[config.mk]
export PLATFORM = sky130hd
export DESIGN_NAME = sprite_engine
export DESIGN_NICKNAME = d
export VERILOG_FILES = /design/src/rtl/sprite_engine.sv
export SDC_FILE = /design/constraint.sdc
export NUM_CORES = 1
export LEC_CHECK = 0
export CORE_MARGIN = 2
export CORE_UTILIZATION = 50
export DETAILED_ROUTE_END_ITERATION = 6
export GPL_TIMING_DRIVEN = 0
export PLACE_DENSITY_LB_ADDON = 0.05
export SLEW_MARGIN = 15
export SYNTH_ARGS = -nofsm -noshare
export SYNTH_HDL_FRONTEND = slang
export SYNTH_SLANG_ARGS = --single-unit
[constraint.sdc]
create_clock -name clk -period 8.3 [get_ports clk]
set_input_delay 1.66 -clock clk [delete_from_list [all_inputs] [get_ports clk]]
set_output_delay 1.66 -clock clk [all_outputs]
set_load 0.05 [all_outputs]
[src/rtl/sprite_engine.sv]
// Bouncing-sprite game core: N sprites, one player, PLAY/FLASH/OVER lives FSM, registered RGB.
// Define SPRITE_ENGINE_SCORE_EN to enable the frames-survived score counter; otherwise score is 0.
module sprite_engine #(
    parameter int unsigned N_SPRITES    = 4,
    parameter int unsigned SPRITE_SIZE  = 32,
    parameter int unsigned SPEED        = 2,
    parameter int unsigned X_MAX        = 639,
    parameter int unsigned Y_MAX        = 479,
    parameter int unsigned LIVES        = 3,
    parameter int unsigned FLASH_FRAMES = 30
) (
    input  logic        clk,
    input  logic        reset,
    input  logic        video_on,
    input  logic [9:0]  x,
    input  logic [9:0]  y,
    input  logic [9:0]  player_x,
    input  logic        pause,
    output logic [11:0] rgb,
    output logic [1:0]  lives,
    output logic [7:0]  hit_count,
    output logic        game_over,
    output logic [15:0] score
);
    localparam int unsigned PW    = 11;
    localparam int unsigned FW    = 16;
    localparam int unsigned X_LIM = X_MAX + 1 - SPRITE_SIZE;
    localparam int unsigned Y_LIM = Y_MAX + 1 - SPRITE_SIZE;
    localparam logic [PW-1:0] X_LIM_P = PW'(X_LIM);
    localparam logic [PW-1:0] Y_LIM_P = PW'(Y_LIM);
    localparam logic [PW-1:0] SZ      = PW'(SPRITE_SIZE);
    localparam logic [PW-1:0] SPD     = PW'(SPEED);

    typedef enum logic [1:0] {PLAY = 2'd0, FLASH = 2'd1, OVER = 2'd2} state_t;

    state_t          state, state_next;
    logic [PW-1:0]   sx [N_SPRITES];
    logic [PW-1:0]   sy [N_SPRITES];
    logic            sx_neg [N_SPRITES];
    logic            sy_neg [N_SPRITES];
    logic [9:0]      player_reg;
    logic [FW-1:0]   flash_cnt, flash_next;
    logic [1:0]      lives_next;
    logic [7:0]      hits_next;
    logic            flag;
    logic [11:0]     rgb_next;

    logic            tick_c, advance_c;
    logic [PW-1:0]   x_c, y_c, player_left_c;
    logic            sprite_pix_c, player_pix_c, player_vis_c, hit_now_c;

    function automatic logic [PW-1:0] init_x(input int unsigned i);
        return PW'((i * 2 * SPRITE_SIZE) % X_LIM);
    endfunction

    function automatic logic [PW-1:0] init_y(input int unsigned i);
        return PW'((i * SPRITE_SIZE) % Y_LIM);
    endfunction

    // One axis step with wall bounce; result is {new_negative_direction, new_position}.
    function automatic logic [PW:0] step(input logic [PW-1:0] pos, input logic neg,
                                         input logic [PW-1:0] lim);
        logic [PW-1:0] p;
        logic          n;
        p = pos;
        n = neg;
        if (neg) begin
            if (pos < SPD) begin
                p = '0;
                n = 1'b0;
            end else begin
                p = pos - SPD;
            end
        end else begin
            if (pos + SPD > lim) begin
                p = lim;
                n = 1'b1;
            end else begin
                p = pos + SPD;
            end
        end
        return {n, p};
    endfunction

    assign tick_c        = (y == 10'd481) && (x == 10'd0);
    assign advance_c     = tick_c && !pause && (state != OVER);
    assign x_c           = PW'(x);
    assign y_c           = PW'(y);
    assign player_left_c = (PW'(player_reg) > X_LIM_P) ? X_LIM_P : PW'(player_reg);
    assign player_pix_c  = (x_c >= player_left_c) && (x_c < player_left_c + SZ) &&
                           (y_c >= Y_LIM_P) && (y_c < Y_LIM_P + SZ);
    assign player_vis_c  = !((state == FLASH) && flash_cnt[2]);
    assign hit_now_c     = video_on && player_pix_c && sprite_pix_c;

    always_comb begin
        sprite_pix_c = 1'b0;
        for (int unsigned i = 0; i < N_SPRITES; i++) begin
            if ((x_c >= sx[i]) && (x_c < sx[i] + SZ) && (y_c >= sy[i]) && (y_c < sy[i] + SZ))
                sprite_pix_c = 1'b1;
        end
    end

    // Sprite motion and player sampling, frozen while paused or in OVER.
    always_ff @(posedge clk or posedge reset) begin
        if (reset) begin
            for (int unsigned i = 0; i < N_SPRITES; i++) begin
                sx[i]     <= init_x(i);
                sy[i]     <= init_y(i);
                sx_neg[i] <= 1'b0;
                sy_neg[i] <= i[0];
            end
            player_reg <= '0;
        end else if (advance_c) begin
            for (int unsigned i = 0; i < N_SPRITES; i++) begin
                {sx_neg[i], sx[i]} <= step(sx[i], sx_neg[i], X_LIM_P);
                {sy_neg[i], sy[i]} <= step(sy[i], sy_neg[i], Y_LIM_P);
            end
            player_reg <= player_x;
        end
    end

    // Collision flag: a tick hands over to the next frame, keeping only a same-cycle hit.
    always_ff @(posedge clk or posedge reset) begin
        if (reset)
            flag <= 1'b0;
        else if (tick_c && !pause)
            flag <= hit_now_c;
        else if (hit_now_c)
            flag <= 1'b1;
    end

    always_ff @(posedge clk or posedge reset) begin
        if (reset)
            state <= PLAY;
        else
            state <= state_next;
    end

    always_comb begin
        state_next = state;
        if (tick_c && !pause) begin
            case (state)
                PLAY:    if (flag) state_next = (lives == 2'd1) ? OVER : FLASH;
                FLASH:   if (flash_cnt == FW'(1)) state_next = PLAY;
                default: state_next = state;
            endcase
        end
    end

    always_comb begin
        lives_next = lives;
        hits_next  = hit_count;
        flash_next = flash_cnt;
        if (tick_c && !pause) begin
            case (state)
                PLAY: begin
                    if (flag) begin
                        lives_next = lives - 2'd1;
                        hits_next  = (hit_count == 8'hFF) ? hit_count : hit_count + 8'd1;
                        flash_next = (lives == 2'd1) ? '0 : FW'(FLASH_FRAMES);
                    end
                end
                FLASH:   flash_next = flash_cnt - FW'(1);
                default: flash_next = flash_cnt;
            endcase
        end
    end

    always_ff @(posedge clk or posedge reset) begin
        if (reset) begin
            lives     <= 2'(LIVES);
            hit_count <= '0;
            flash_cnt <= '0;
            game_over <= 1'b0;
        end else begin
            lives     <= lives_next;
            hit_count <= hits_next;
            flash_cnt <= flash_next;
            game_over <= (state_next == OVER);
        end
    end

    // Pixel colour priority: blanking, player, sprites, background.
    always_comb begin
        rgb_next = 12'h000;
        if (!video_on)
            rgb_next = 12'h000;
        else if (player_pix_c && player_vis_c)
            rgb_next = 12'h0F0;
        else if (sprite_pix_c)
            rgb_next = 12'hF00;
        else if (state == OVER)
            rgb_next = 12'h400;
    end

    always_ff @(posedge clk or posedge reset) begin
        if (reset)
            rgb <= 12'h000;
        else
            rgb <= rgb_next;
    end

`ifdef SPRITE_ENGINE_SCORE_EN
    always_ff @(posedge clk or posedge reset) begin
        if (reset)
            score <= '0;
        else if (advance_c && (score != 16'hFFFF))
            score <= score + 16'd1;
    end
`else
    assign score = '0;
`endif

endmodule

Yosys cells after proc, flatten, opt, wreduce, memory -nomap -nowiden
Index checks and enable logic that the tools add are counted.
{ "word_totals": {"reg_bits": 148, "out_inout_bits": 39} }
{ "op_classes": {"add_sub_neg": 28, "magnitude_cmp": 37, "eq_ne": 9, "muxes": 67, "n_bitwise": 1, "n_reduce_logical": 31} }
{ "op_table": {"columns": ["cell", "count"], "rows": [
  ["$mux W11", 25],
  ["$lt A10 B11 Y1", 9],
  ["$add A11 B2 Y11 const B", 8],
  ["$add A11 B6 Y11 const B", 8],
  ["$ge A10 B11 Y1", 8],
  ["$lt A11 B2 Y1 const B", 8],
  ["$sub A11 B2 Y11 const B", 8],
  ["$gt A11 B10 Y1 const B", 4],
  ["$gt A11 B9 Y1 const B", 4],
  ["$mux W12", 3],
  ["$pmux W16 S2", 1],
  ["$mux W1", 30],
  ["$logic_and A1 B1 Y1", 22],
  ["$eq A16 B1 Y1 const B", 1],
  ["$mux W16", 1],
  ["$sub A16 B1 Y16 const B", 1],
  ["$add A10 B6 Y11 const B", 1],
  ["$eq A10 B9 Y1 const B", 1],
  ["$ge A10 B10 Y1", 1],
  ["$ge A10 B9 Y1 const B", 1],
  ["$gt A10 B10 Y1 const B", 1],
  ["$logic_not A10 Y1", 1],
  ["$lt A10 B9 Y1 const B", 1],
  ["$mux W10", 1],
  ["other kinds (15)", 24]
]} }

Longest topological paths before layout
{ "logic_depth": {"word_depth": 12, "depth_mapped": 12} }

Worst setup path after synthesis
Ideal clock, no wire load.
{ "synth_path": {"path_kind": "input-to-reg", "start": "input y[9]", "end": "register sx[43] (netlist bit)", "setup_time_ns": 0.124, "arrival_time_ns": 3.721, "required_ns": 8.176, "slack_ns": 4.455, "stages": 8, "n_path_buf": 1, "cell_sequence": "nand4b_1 > or4_1 > buf_2 > or4_4 > or4_4 > nor3_2 > xnor2_1 > a21oi_2"} }
{ "synth_between": {"elab_chain_len": 4} }
{ "synth_rtl": {"columns": ["element", "line_no", "rtl"], "rows": [
  ["start, declared", "16", "input logic [9:0] y,"],
  ["$eq A10 B9 Y1", "85", "assign tick_c = (y == 10'd481) && (x == 10'd0);"],
  ["$logic_and A1 B1 Y1", "85", null],
  ["$logic_and A1 B1 Y1 (2 in a row)", "86", "assign advance_c = tick_c && !pause && (state != OVER);"],
  ["end signal, assigned by index", "107", "sx[i] <= init_x(i);"],
  ["end signal, assigned by index", "115", "{sx_neg[i], sx[i]} <= step(sx[i], sx_neg[i], X_LIM_P);"],
  ["end, declared", "37", "logic [PW-1:0] sx [N_SPRITES];"]
]} }
No other way between the ends.
A chain may end at the register's enable or synchronous reset.

Final worst setup path
{ "layout_path": {"start": "input y[7]", "end": "register sy[5] (netlist bit)"} }
{ "layout_between": {"elab_chain_len": 4} }
{ "layout_rtl": {"columns": ["element", "line_no", "rtl"], "rows": [
  ["$eq A10 B9 Y1", "85", null],
  ["$logic_and A1 B1 Y1", "85", null],
  ["$logic_and A1 B1 Y1 (2 in a row)", "86", null],
  ["end signal, assigned by index", "108", "sy[i] <= init_y(i);"],
  ["end signal, assigned by index", "116", "{sy_neg[i], sy[i]} <= step(sy[i], sy_neg[i], Y_LIM_P);"],
  ["end, declared", "38", "logic [PW-1:0] sy [N_SPRITES];"]
]} }
No other way between the ends.

==> flow_summary.ini <==
[timing]
fin_skew_ns = 0.00992
slew_viol_final = 0
post-route-period-util_pct = 66.7
fin_crit_ns = 5.54
slew_headroom_pct = 26.8
worst_pin_slew_ns = 1.10
hold_ws_ns = 0.505
hold_violations = 0
fin_setup_tns_ns = 0
fmax_mhz = 181
rsz0062_at_grt = no
setup_viol = 0

[clocking]
post_cts_buffers = 0
htree_levels = 4
cts_tree = done
post_cts_resized = 0
cts-buffers-inserted = 17
clock-sinks = 131
clkSlewWorstSetupHoldPaths_ns = 0.07
ctsHoldBuffers = 0
root_buffer = clkbuf_16
clk_path_buf_depth = 2
clk_latency_ns = 0.44

[critical_path]
crit_chain = clkdlybuf4s50_1 > nand4b_1 > or4_1 > buf_2 > or4_1 > clkbuf_1 > clkbuf_1 > clkbuf_1 > o31ai_1
crit_family = buffers and inverters
r2r_start = state[0]$_DFF_PP0_
path_max_fanout = 10
worstPathArrival_ns = 5.87
setup.worst_path.start = y[7]
startpoint_type = primary input
rr_worst_depth = 8
endpoint_kind = flop
worstPathRequired_ns = 8.63
worst-path-stages = 9
ff2ff_setup_slack_ns = 4.50
path_buf_inv = 5
path_common_cell = clkbuf_1
path_class = in -> reg
critical_path.max_stage_delay_ns = 0.93
crit_slowest_cell = clkdlybuf4s50_1
critPathCapture = sy[5]$_DFFE_PP1P_
timing.rr.end = sy_neg[1]$_DFFE_PP0P_

[power_and_ir_drop]
vdd_drop_max_uv = 89.3
sw_frac_of_total_pct = 29.7
p_leak_nw = 6.29
clkPwrFrac_pct = 48.9
cellPowerDensity_mw_per_mm2 = 105
switchingPower_mw = 0.464
seqPwrFrac_pct = 40.9
p_comb_share_pct = 10.2
p_int_mw = 1.10

[route]
drt_iter0_drc = 1144
wl_per_cell_um = 19.7
drt_pass1_iterations = 6
antenna_left = 0
viasPerCell = 6.19
drcViolationCount = 0
drt-total-wl_um = 42000
vias = 13187

[logic_synthesis]
synth_async_sr_flop_share_pct = 100
synth_most_common_cell = ha_1
synth.ff_latch_count = 131
ys_seq_area_share_pct = 24.9
mappedNetlistArea_mm2 = 0.0132
synth_edf_count = 0
yosys_warnings = 0
synth_ff_type = dfrtp_1
synth_top_area_share_pct = 22.6
netlist_instances = 1691
yosys.cell_types.count = 82
synth_area_leader_cell = dfrtp_1
synth_area_leaders = dfrtp_1 (23%), ha_1 (15%), o21ai_0 (5.0%)
ys_top_cells_by_count = ha_1 (163), nand2_1 (159), o21ai_0 (131)
syn_avg_cell_area_um2 = 7.81

[job]
max_cap_violations = 0

[floorplanning]
die_h_um = 166
row_count = 59
initial_core_util_pct = 50.8
die_area_mm2 = 0.0277
io_pins = 73
fp.dieW_um = 166
coreArea_mm2 = 0.0260

[grt]
grt_pass1_wl_um = 67800
grt_overflow_total = 0
grt_max_degree = 103
antenna_found_initial = 0
first_global_vias = 12482
grt_usage_pct = 30.4

[finish]
n_antenna_cell = 0
fin_nets = 1981
reg.largest.list = sx (40), sy (40), flash_cnt (16)
final_util_pct = 57.2
drive_gt1_share_pct = 5.84
fin_area_mm2 = 0.0149
syn2layout_area_growth_pct = 12.6

[min_path]
hold_class = reg -> reg

[run_status]
status = completed

[place]
hpwl_um = 30600
place_area_mm2 = 0.0143
port_buffers = 52
place_congestion = 0.942
## tightest hold or removal path: stages, from the launching register on
cell and delay (ns):
dfrtp_1 0.37, nand2_1 0.05, nand2_1 0.05
## layout make-up
type / instances / area [um^2]
fillers: 2496 / 11100
multi-input cells: 1361 / 9070
flip-flops and latches: 131 / 3290
repair buffers: 55 / 564
plain buffers: 117 / 542
clock buffers: 17 / 425
well taps: 335 / 419
inverters: 101 / 387
clock inverters: 15 / 158
## per-layer routing
metal / GRT usage (%) / up-vias / share of wire, %
met2: 48.9 / 513 / 45
li1: - / 6375 / -
met3: 4.71 / 103 / 7.2
met1: 40.9 / 6196 / 43
met5: 0 / - / 0
met4: 12.8 / 0 / 4.0
## power groups by stage
| stage | logic, mW | clock network, mW | registers [mW] |
|---|---|---|---|
| 6_report | 0.159 | 0.764 | 0.639 |
| 5_1_grt | 0.177 | 0.804 | 0.639 |
| 4_1_cts | 0.160 | 0.777 | 0.639 |
| 3_5_place_dp | 0.159 | 0 | 0.651 |
| 3_3_place_gp | 0.153 | 0 | 0.651 |
| 2_1_floorplan | 0.0938 | 0 | 0.653 |
## cell usage in the layout (no fill, tap or decap), types with 11 or more instances in the layout
master | Yosys | routed
and3_1 | 20 | 20
clkbuf_16 | 0 | 17
o21ai_0 | 131 | 131
conb_1 | 1 | 20
clkbuf_1 | 84 | 84
xnor2_1 | 66 | 66
nand2b_1 | 21 | 21
dfrtp_1 | 119 | 119
o211ai_1 | 14 | 14
a211oi_1 | 18 | 18
nand4_1 | 38 | 38
a21o_1 | 18 | 18
inv_1 | 99 | 98
nand3_1 | 73 | 73
or3_1 | 16 | 16
dfstp_2 | 12 | 12
and2_1 | 11 | 11
nor2_1 | 115 | 115
a31oi_1 | 25 | 25
o31ai_1 | 33 | 33
nand2_1 | 159 | 159
ha_1 | 163 | 163
xor2_1 | 15 | 15
nor3_1 | 69 | 69
a21oi_1 | 113 | 113
nor4_1 | 35 | 34
o21a_1 | 13 | 13
clkdlybuf4s50_1 | 0 | 52
buf_4 | 25 | 25
## how the worst min path moves through the flow
| stage | startpoint | end | slack [ns] | cells past startpoint |
|---|---|---|---|---|
| finish | player_reg[4]$_DFFE_PP0P_ | player_reg[4]$_DFFE_PP0P_ | 0.50 | 2 |
| global route | player_reg[4]$_DFFE_PP0P_ | player_reg[4]$_DFFE_PP0P_ | 0.53 | 2 |
| CTS | player_reg[4]$_DFFE_PP0P_ | player_reg[4]$_DFFE_PP0P_ | 0.51 | 2 |
| detailed placement | player_reg[4]$_DFFE_PP0P_ | player_reg[4]$_DFFE_PP0P_ | 0.49 | 2 |
| global placement | player_reg[4]$_DFFE_PP0P_ | player_reg[4]$_DFFE_PP0P_ | 0.49 | 2 |
| floorplan | player_reg[0]$_DFFE_PP0P_ | player_reg[0]$_DFFE_PP0P_ | 0.45 | 2 |
## through the flow
step	instances	setup slack [ns]	power [mW]
after detailed placement	2100	2.42	0.810
after global routing	2132	2.69	1.62
after floorplan	1710	3.16	0.747
final	2132	2.76	1.56
after global placement	2097	0.789	0.805
after CTS	2132	2.87	1.58
## kinds of logic after synthesis
family	after synthesis	synth area share, %
multiplexers	5	0.427
XOR/XNOR	81	5.37
AO/OA/AOI/OAI	469	22.7
buffers and inverters	218	6.98
AND/OR/NAND/NOR	623	24.1
adder cells (fa/ha/maj)	163	15.5
other	1	0.0284
flip-flops	131	24.9
Power figures use the tool's default switching activity.
==> variant 1: new RTL, same flow settings <==
Add a define of `SPRITE_ENGINE_SCORE_EN`.
--- a/src/rtl/sprite_engine.sv
+++ b/src/rtl/sprite_engine.sv
@@ -1,5 +1,7 @@
 // Bouncing-sprite game core: N sprites, one player, PLAY/FLASH/OVER lives FSM, registered RGB.
 // Define SPRITE_ENGINE_SCORE_EN to enable the frames-survived score counter; otherwise score is 0.
+`define SPRITE_ENGINE_SCORE_EN
+
 module sprite_engine #(
     parameter int unsigned N_SPRITES    = 4,
     parameter int unsigned SPRITE_SIZE  = 32,
Behaviour: not the same (a bounded check fails within 4 cycles, from zero or initial values and one cycle with reset high).
==> variant 1 against the original RTL <==
Utilization grew 0.52 points; sequential share of layout area grew 2.3 points; count of clock-buffer cells in the layout grew 1; clock power grew 6.7%; setup slack gained 0.0074 ns; via count shrank 0.90%; sequential cell count grew 16; total power grew 6.8%; critical endpoint is now sx[36]; wire length shrank 1.6%; design area grew 1.8%; synthesized area grew 1.4%; worst hold slack lost 0.0086 ns; global-route usage shrank 0.83 points.
==> variant 1: results (changes against the original RTL) <==
| Metric | Value |
|---|---|
| Status | completed |
| Regs by FF count | sx: 40 flops, sy: 40 flops |
| ANT cells | 0 (unchanged) |
| Inst Count DP | 2047 (-2.5%) |
| DRT Pass-1 Iters | 5 (-1) |
| Syn_area_per_cell | 8.16 µm² (+4.5%) |
| Number of post-CTS setup repair buffers | 0 (unchanged) |
| Period utilization | 66.6% (-0.089 points) |
| Port Buffers | 68 (+31%) |
| Worst slew pin tran | 1.05 ns (-0.0526 ns) |
| CP peak stage delay | 0.98 ns (+0.05 ns) |
| Share of post-route cells with drive strength above 1 | 5.91% (+0.063 points) |
| Synth top area cells | dfrtp_1 (25%), ha_1 (15%), xnor2_1 (5.6%), o21ai_0 (4.2%), nand2_1 (3.6%) |
| Seq/Total Area, Yosys | 27.6% (+2.7 points) |
| Routed via count | 13100 (-0.90%) |
| Async SR Flop Fraction | 100% (unchanged) |
| Number of global-route vias before repair | 12100 (-2.8%) |
| Global-route usage over all layers | 29.6% (-0.83 points) |
| Final clock skew | 0.0174 ns (+0.00745 ns) |
| Post-detail-place hpwl | 29.8 mm (-2.7%) |
| Setup tns final | 0 ns (unchanged) |
| DRT iter0 DRCs | 1174 (+2.6%) |
| Final WL | 41.3 mm (-1.6%) |
| R2R Setup Slk | 4.41 ns (-0.09 ns) |
| CP delay by family, top | buffers and inverters |
| CP arrival | 5.88 ns (about the same) |
| Gpl congestion | 0.907 (-3.7%) |
| Hold Slack | 0.496 ns (-0.00859 ns) |
| Lkg Pwr | 6.43 nW (+2.2%) |
| Root Driver | clkbuf_16 |
| WL met1 | 18.6 mm (+2.0%) |
| Worst min-delay path category | flip-flop to flip-flop |
| VDD IR max | 0.121 mV (+35%) |
| Largest net degree at the start of global routing | 88 (-15%) |
| Nets@finish | 1929 (-2.6%) |
| WL met2 | 18.6 mm (-2.5%) |
| First-pass GRT wire length | 66.2 mm (-2.3%) |
| WL met3 | 3.01 mm (-0.26%) |
| Crit path max fanout | 12 (+2) |
| Place WS | 2.44 ns (+0.0277 ns) |
| Yosys warns | 0 (unchanged) |
| Most frequent cells after synthesis | ha_1 (164), dfrtp_1 (135), nand2_1 (128), o21ai_0 (112), inv_1 (103) |
| Slowest-stage cell, CP | clkdlybuf4s50_1 |
| Fill cells | 2441 (-2.2%) |
| DR vias/cell | 6.29 (+1.6%) |
| Synth cell types | 83 (+1.2%) |
variant 1: cell count changes in the layout (fill, tap and decap cells not counted), moves of 17 or more:
cell,change
clkbuf_1,-30
a21oi_1,-30
nand2_1,-31
xnor2_1,+20
buf_2,+17
o21ai_0,-19
nor3_1,+24
variant 1: worst reg2reg max path, delay by kind of cell, from the launching register on:
kind                     cells  cell delay (ns)
AO/OA/AOI/OAI                6             1.69
XOR/XNOR                     1             0.17
adder cells (fa/ha/maj)      2             0.45
flip-flops                   1             0.40
AND/OR/NAND/NOR              3             1.02
variant 1: final cells by class:
cell class                      count  area share (%)
Inverter                          109            2.76
Multi-Input combinational cell   1294            58.6
Tap cell                          335            2.77
Timing Repair Buffer               69            4.68
Buffer                             93            2.80
Sequential cell                   147            24.4
Clock buffer                       18            2.84
Clock inverter                     14            1.09
variant 1: metrics by stage:
| stage | util, % | area (µm²) | power, mW |
|---|---|---|---|
| 2_1_floorplan | - | 13400 | 0.807 |
| 3_3_place_gp | 55.3 | 14500 | 0.861 |
| 3_5_place_dp | 55.4 | 14500 | 0.867 |
| 6_report | 57.7 | 15100 | 1.67 |
| 5_1_grt | 57.7 | 15100 | 1.72 |
| 4_1_cts | 57.7 | 15100 | 1.68 |
variant 1: worst paths after layout:
check                                   start      endpoint  cells after the start
worst max-delay path                     x[6]        sx[36]                      9
worst min-delay path             hit_count[4]  hit_count[4]                      1
worst max register to register  player_reg[4]        rgb[9]                     12
worst min register to register   hit_count[4]  hit_count[4]                      1
max in group asynchronous               reset        sy[27]                      3
min in group asynchronous               reset      state[0]                      2
variant 1: power breakdown:
group	internal (mW)	total (mW)	switching (mW)
Combinational	0.0543	0.137	0.0823
Sequential	0.717	0.717	0.000512
Clock	0.432	0.815	0.383
Total	1.20	1.67	0.466
variant 1: metal layers:
layer,track usage [%],vias up
li1,-,6234
met1,41.3,6266
met2,46.3,490
met3,5.77,78
met4,9.60,0
met5,0,-
variant 1: cell families (layout without fill, tap and decap cells):
logic type	after synthesis	after routing	synth area share, %
DFF	147	147	27.6
muxes	5	5	0.411
xor gates and xnor gates	98	98	6.41
buffers and inverters	202	303	6.22
and+or+nand+nor	589	589	22.7
adders and majority gates	164	164	15.3
other	1	4	0.0280
AOI/OAI and AO/OA	434	434	21.3
==> variant 2: new RTL, same flow settings <==
Made on the original files. Remove the register `game_over`: a continuous assignment takes its place, so the output `game_over` follows one clock earlier.
--- a/src/rtl/sprite_engine.sv
+++ b/src/rtl/sprite_engine.sv
@@ -171,14 +171,14 @@
             lives     <= 2'(LIVES);
             hit_count <= '0;
             flash_cnt <= '0;
-            game_over <= 1'b0;
         end else begin
             lives     <= lives_next;
             hit_count <= hits_next;
             flash_cnt <= flash_next;
-            game_over <= (state_next == OVER);
-        end
-    end
+        end
+    end
+
+    assign game_over = (state_next == OVER);
 
     // Pixel colour priority: blanking, player, sprites, background.
     always_comb begin
Function: no difference found for any inputs over 4 cycles, from zero or initial values and one cycle with reset high; that may be too few to reach the edited logic, so the function may still have changed.
==> variant 2 against the original RTL <==
Setup slack worse by 1.2 ns; sequential power shrank 0.6%; wire length down 4.6%; sequential cell count decreased by 1; worst hold slack got worse by 0.013 ns; synthesized area fell by 2.6%; clock power is 9.2% higher; total power up 3.9%; critical path depth grew 1; highest routed layer unchanged; via count shrank 4.3%; design area shrank 2.1%; critical endpoint is now game_over; synthesized cell count decreased by 4.0%.
==> variant 2: results (changes against the original RTL) <==
| Metric | Value |
|---|---|
| Status | completed |
| Sw frac | 28.8% (-0.90 points) |
| Largest net degree at the start of global routing | 86 (-17%) |
| CP peak stage delay | 0.89 ns (-0.04 ns) |
| Number of global-route vias before repair | 11700 (-6.0%) |
| Critical Path Source | y[8] |
| Synth Instances | 1624 (-4.0%) |
| Synth top area cells | dfrtp_1 (23%), ha_1 (16%), o21ai_0 (4.9%), xnor2_1 (4.9%), nand2_1 (4.3%) |
| Most frequent cells after synthesis | ha_1 (163), nand2_1 (147), o21ai_0 (126), dfrtp_1 (118), inv_1 (106) |
| WL met2 | 18.0 mm (-5.8%) |
| Post-DP Area | 13900 µm² (-2.6%) |
| Hold_sp | player_reg[0] |
| RR Endpoint | sx_neg[2] |
| Global-route usage over all layers | 30.0% (-0.46 points) |
| Hold Slack | 0.492 ns (-0.0127 ns) |
| Worst r2r src | state[1] |
| Routed via count | 12600 (-4.3%) |
| Share of post-route cells with drive strength above 1 | 6.94% (+1.1 points) |
| Inst Count DP | 2027 (-3.5%) |
| Lkg Pwr | 6.16 nW (-2.0%) |
| Seq/Total Area, Yosys | 25.4% (+0.48 points) |
| Nets@finish | 1913 (-3.4%) |
| R2R Setup Slk | 4.60 ns (+0.10 ns) |
| M2 GR Usage | 47.0% (-1.9 points) |
| Clk power | 0.834 mW (+9.2%) |
| Finished Layout Cells | 2060 (-3.4%) |
| Worst slew pin tran | 1.20 ns (+0.103 ns) |
variant 2: area by class of cell:
cell class                      instances  area [µm²]  share of cell area, %
Antenna cell                            1        2.50                 0.0172
Clock inverter                         15         205                   1.41
Buffer                                105         527                   3.62
Multi-Input combinational cell       1300        8730                   60.0
Timing Repair Buffer                   54         559                   3.85
Clock buffer                           17         425                   2.93
Tap cell                              330         413                   2.84
Sequential cell                       130        3270                   22.5
Inverter                              108         413                   2.84
variant 2: kinds of logic (layout without fill, tap and decap cells):
logic type      count (synthesis)  in the layout  share of synthesized area [%]
mux                             3              3                          0.253
flops                         130            130                           25.4
simple gates                  578            578                           22.9
buf+inv                       213            299                           7.25
compound gates                448            448                           22.2
other cells                     1             21                         0.0292
fa+ha+maj                     163            163                           15.9
xor+xnor                       88             88                           6.00
variant 2: worst max path at each step:
stage,end,slack [ns],depth (start not counted)
CTS,game_over,1.53,10
floorplan,game_over,2.99,8
global route,game_over,1.43,10
global placement,sy[25],0.79,2
finish,game_over,1.54,10
detailed placement,game_over,1.56,10
